$ cat src/rtl/aes_sub_bytes_seq.sv
// aes_sub_bytes_seq: sequential AES SubBytes, streams 16 state bytes through N_SBOX external S-box lanes
// Ports:
//   clk, rst_n           clock, asynchronous active-low reset
//   in_valid/in_ready    input handshake; in_data is the 128-bit state (byte 0 in bits [127:120])
//   sbox_a/sbox_b        lane j drives/returns bits [8j+7:8j] of the external combinational S-boxes
//   out_valid/out_ready  output handshake; out_data is the substituted state, same byte order
//   busy                 high while bytes are being substituted
module aes_sub_bytes_seq #(
  parameter int N_SBOX = 1
) (
  input  logic                clk,
  input  logic                rst_n,
  input  logic                in_valid,
  output logic                in_ready,
  input  logic [127:0]        in_data,
  output logic [8*N_SBOX-1:0] sbox_a,
  input  logic [8*N_SBOX-1:0] sbox_b,
  output logic                out_valid,
  input  logic                out_ready,
  output logic [127:0]        out_data,
  output logic                busy
);
  localparam int S = 16 / N_SBOX;
  localparam int CW = S > 1 ? $clog2(S) : 1;
  // top N_SBOX bytes set; shifted down to select the bytes written in the current step
  localparam logic [127:0] TOP = ~({128{1'b1}} >> (8 * N_SBOX));
  if (N_SBOX != 1 && N_SBOX != 2 && N_SBOX != 4 && N_SBOX != 8 && N_SBOX != 16) begin : g_bad
    $error("aes_sub_bytes_seq: N_SBOX must be 1, 2, 4, 8 or 16");
  end
  typedef enum logic [1:0] {IDLE, BUSY, DONE} state_t;
  state_t r_state, w_next;
  logic [CW-1:0] r_cnt;
  logic [127:0] r_in, r_out, w_win, w_lanes;
  logic [7:0] w_sh;
  logic w_last;
  // bit offset of the first byte handled in this step; the current window sits at the top of w_win
  assign w_sh = 8'(r_cnt) * 8'(8 * N_SBOX);
  assign w_win = r_in << w_sh;
  assign w_last = r_cnt == CW'(S - 1);
  assign out_data = r_out;
  always_comb begin
    w_next = (r_state == IDLE && in_valid) ? BUSY :
             (r_state == BUSY && w_last)   ? DONE :
             (r_state == DONE && out_ready) ? IDLE : r_state;
    in_ready = r_state == IDLE;
    out_valid = r_state == DONE;
    busy = r_state == BUSY;
    sbox_a = '0;
    w_lanes = '0;
    for (int j = 0; j < N_SBOX; j++) begin
      sbox_a[8*j +: 8] = (r_state == BUSY) ? w_win[127-8*j -: 8] : 8'h00;
      w_lanes[127-8*j -: 8] = sbox_b[8*j +: 8];
    end
  end
  always_ff @(posedge clk or negedge rst_n)
    if (!rst_n) r_state <= IDLE;
    else r_state <= w_next;
  always_ff @(posedge clk or negedge rst_n)
    if (!rst_n) begin
      r_cnt <= '0;
      r_in <= '0;
      r_out <= '0;
    end else begin
      if (r_state == IDLE && in_valid) begin
        r_in <= in_data;
        r_cnt <= '0;
      end
      if (r_state == BUSY) begin
        r_cnt <= w_last ? '0 : r_cnt + CW'(1);
        r_out <= (r_out & ~(TOP >> w_sh)) | (w_lanes >> w_sh);
      end
    end
endmodule

$ cat config.mk
export PLATFORM = sky130hd
export DESIGN_NAME = aes_sub_bytes_seq
export DESIGN_NICKNAME = d
export VERILOG_FILES = /design/src/rtl/aes_sub_bytes_seq.sv
export SDC_FILE = /design/constraint.sdc
export NUM_CORES = 1
export LEC_CHECK = 0
export CAP_MARGIN = 20
export CORE_UTILIZATION = 45
export CTS_BUF_LIST = sky130_fd_sc_hd__clkbuf_16
export CTS_CLUSTER_DIAMETER = 100
export DETAILED_ROUTE_END_ITERATION = 8
export DONT_BUFFER_PORTS = 1
export GPL_TIMING_DRIVEN = 0
export PLACE_DENSITY = 0.69
export SLEW_MARGIN = 30
export SYNTH_ARGS = -nofsm -noshare
export SYNTH_HDL_FRONTEND = slang
export SYNTH_SLANG_ARGS = --single-unit
export TNS_END_PERCENT = 10
$ cat constraint.sdc
create_clock -name clk -period 2.8 [get_ports clk]
set_clock_uncertainty 0.1 [all_clocks]
set_input_delay 0.7 -clock clk [delete_from_list [all_inputs] [get_ports clk]]
set_output_delay 0.7 -clock clk [all_outputs]
set_load 0.01 [all_outputs]
Word level (Yosys, flattened, before mapping)
Cells that the tools add are included.
Widths: inputs -> output; s select.
- flip-flop bits (word level): 262
- word-level logic and storage cells: 27
- $add $sub $neg: 1
- equal/unequal tests: 3
- shift operators: 3
- muxes and demuxes: 7
- bitwise operators: 3
- reductions and logical operators: 6
- operators by type and width (kind ; number):
    $and 128x128->128 ; 1
    $not 128->128 ; 1
    $or 128x128->128 ; 1
    $shl 128x7->128 ; 1
    $shr 128x7->128 ; 1
    $shr 128x7->128 const A ; 1
    $mux 4 ; 3
    $mux 8 ; 1
    $mux 2 ; 3
    $add 4x1->4 const B ; 1
    $eq 4x4->1 const B ; 1
    $logic_and 1x1->1 ; 3
    $reduce_bool 3->1 ; 1
    $eq 2x1->1 const B ; 1
    $eq 2x2->1 const B ; 1
    $logic_not 2->1 ; 1
    $reduce_bool 2->1 ; 1

Depth between registers and ports, before layout
- depth in word-level cells: 5
- mapped depth: 7
- mapped depth without buffers: 5

Least setup slack after synthesis
No wires, ideal clock.
- path type: register to output
- start point: reg r_cnt[0]
- end point: out sbox_a[0]
- arrival time: 1552 ps
- slack: 448 ps
- stages on the path, launching flop included: 6
- path buffers: 2
- path through: dfrtp_1 -> buf_2 -> buf_4 -> mux4_2 -> mux2i_1 -> o22ai_1
- cells in the longest elaborated chain, start to end: 2
- ends and longest elaborated chain (element ; line ; source):
    start, declared ; 32 ; logic [CW-1:0] r_cnt;
    start signal, assigned ; 69 ; r_cnt <= w_last ? '0 : r_cnt + CW'(1);
    $shl 128x7->128 ; 38 ; assign w_win = r_in << w_sh;
    $mux 8 ; 51 ; sbox_a[8*j +: 8] = (r_state == BUSY) ? w_win[127-8*j -: 8] : 8'h00;
    end, declared ; 16 ; output logic [8*N_SBOX-1:0] sbox_a,
No other way between the ends.

Worst setup path in the final report
- start point: reg r_cnt[0]
- end point: out sbox_a[5]
Same word-level chain as after synthesis.

==> results.yml <==
logic_synthesis:
  synthesis.nets: 1124
  synthSimpleGateAreaFrac_pct: 16.9
  synth_top_flop_cell: "dfrtp_1"
  yosys-mux-area-fraction_pct: 7.47
  ys_types: 41
  async_reset_ff_share_pct: 100
  seq_area_frac_synth_pct: 60.3
  synthAdderAreaFrac_pct: 0.690
  synth_top_family_by_area: "simple AND/OR/NAND/NOR gates"
  syn-mean-instance-area_um2: 11.1
  synth_edf_count: 0
  synthXorXnorAreaFrac_pct: 0
  synth-seq-cells: 262
  synth_compound_area_share_pct: 12.0
  synth_area_um2: 10900
  ys_warn_count: 0
  syn_inst: 978
outcome:
  status: "finished with violations"
  violations: "hold timing, setup timing"
global_routing:
  grt_pass1_wl_um: 47500
  grt_usage_pct: 25.9
  antenna_found_initial: 0
  grt_pass1_vias: 7932
  grt_start_max_net_pins: 263
  grt_remaining_overflow: 0
min_path:
  hp-class: "in2async"
die:
  io_pins: 279
  fp.dieH_um: 158
  rows: 56
  core-area_um2: 23600
  start_util_pct: 46.1
  die_area_um2: 24800
  die_w_um: 158
clock_network:
  cts.clk_slew.worst_paths_ns: 0.06
  cts-root-buf: "clkbuf_16"
  clk_latency_ns: 0.54
  cts_tree: "done"
  htreeDepth: 1
  clock-sinks: 262
  cts_buffer_depth: 3
  cts_inserted_buffers: 27
timing:
  max_freq_mhz: 334
  setup_viol: 8
  slew_viol_final: 0
  finalSetupTns_ns: -1.24
  slew_headroom_pct: 50.5
  setup_slack_ns: -0.193
  hold_slack_ns: -0.238
  rsz0062_at_grt: "yes"
  finalHoldViolCount: 262
  finalCritPeriodShare_pct: 107
  worst_slew_pin_slew_ns: 0.743
  min_period_ns: 2.99
finish:
  synthToLayoutAreaGrowth_pct: 14.1
  nNetsFinal: 1162
  final_common_cell: "nand2_1"
  fin_cells: 1354
  layout-drive-gt1-share_pct: 13.9
  n_antenna_cell: 0
  layout_common_cells: "415 x nand2_1, 260 x dfrtp_1, 64 x a22o_1, 32 x a32o_1, 32 x o2bb2ai_1"
drt:
  drt_first_iter_violations: 631
  wl_per_cell_um: 23.3
  drt_pass1_iterations: 5
  drc: 0
  ant_nets: 0
  vias: 7687
  avgViaCountPerCell: 5.68
  drt_wl_total_um: 31500
place:
  hpwlAfterDp_um: 22400
  port_buffers: 0
  finalWeightedCongestion: 0.800
  dp.cells: 1297
  detailedPlace.worstSlack_ns: -0.168
worst_setup_path:
  required_ns: 2.00
  r2r_slack_ns: 0.30
  cp-end-kind: "output pin"
  r2r_cells: 7
  timing.rr.end: "r_in[35]"
  cp_max_fo: 10
  rr_startpoint: "r_state[0]"
  critPathArrivalTime_ns: 2.19
  critPathLaunchType: "register"
  critical_path_class: "reg2out"
pwr:
  p_leak_nw: 6.24
  power_density_nw_per_um2: 573
  vdd_drop_max_mv: 0.405
job:
  maxCapViolations: 0
[report_power, final]
part           switching, mW  internal, mW  total, mW
combinational         0.0271       0.00547     0.0326
sequential                 0          3.79       3.79
clock                   1.47          1.83       3.30
total                   1.49          5.62       7.11
[per-layer routing]
metal,track usage [%],part of all wire (%)
met3,7.38,9.6
met1,33.1,40
met4,8.04,2.9
met5,0,0
met2,42.6,48
[critical path: stages (launching register included)]
cell and delay [ns]:
dfrtp_1 0.40, buf_12 0.15, buf_12 0.16, mux4_2 0.57, mux2i_4 0.24, o22ai_4 0.13
[what timing repair did]
action                                 in CTS  in global routing
setup endpoints to repair                   8                  8
setup buffers                               9                  0
pin swaps                                  10                  4
endpoints found under the hold margin     262                262
gates resized for setup                    54                  9
[flip-flops by register name (all words and copies together), names as in the netlist]
name	count
out_data	128
r_cnt	4
r_in	128
r_state	2
[worst max-delay path by stage]
stage	to	slack, ns	from	depth (start not counted)
finish	sbox_a[5]	-0.19	r_cnt[0]	5
global route	sbox_a[7]	-0.28	r_cnt[0]	6
CTS	sbox_a[1]	-0.20	r_cnt[0]	5
detailed placement	sbox_a[1]	-0.17	r_cnt[1]	4
global placement	sbox_a[1]	-0.20	r_cnt[1]	4
floorplan	sbox_a[0]	0.45	r_cnt[0]	5
[layout make-up]
cell class / count / area, um2
Clock inverter: 21 / 118
Clock buffer: 27 / 676
Sequential cell: 262 / 6560
Multi-Input combinational cell: 654 / 4210
Fill cell: 2088 / 11200
Buffer: 57 / 363
Inverter: 5 / 26.3
Timing Repair Buffer: 9 / 67.6
Tap cell: 319 / 399
[cell families (layout without fill, tap and decap cells)]
kind of cell	Yosys count	after routing
AOI/OAI and AO/OA	149	149
and+or+nand+nor	454	454
adders and majority gates	6	6
buffers and inverters	62	119
DFF	262	262
muxes	45	45
[synth_stat cells (4+ instances only)]
cell	n	area share [%]
nand2_1	415	14
a22o_1	64	5.2
ha_1	6	0.69
o2bb2ai_1	32	2.6
nand3_1	5	0.23
mux2i_1	16	1.5
dfrtp_1	262	60
nor2_4	5	0.52
a32o_1	32	2.9
nor2_1	7	0.24
a22oi_1	4	0.28
buf_2	22	1.0
o22ai_1	5	0.29
mux4_2	29	6.0
buf_4	5	0.34
clkbuf_1	25	0.86
[metrics by stage]
step / hold slack [ns] / util [%] / total power [mW] / area, um2
after global routing: -0.257 / 52.6 / 7.33 / 12400
after CTS: -0.262 / 52.4 / 7.17 / 12400
after global placement: 0.312 / 47.8 / 3.89 / 11300
final: -0.238 / 52.6 / 7.11 / 12400
after detailed placement: 0.309 / 47.8 / 3.89 / 11300
after floorplan: 0.304 / - / 3.87 / 10900
Power figures use the tool's default switching activity.
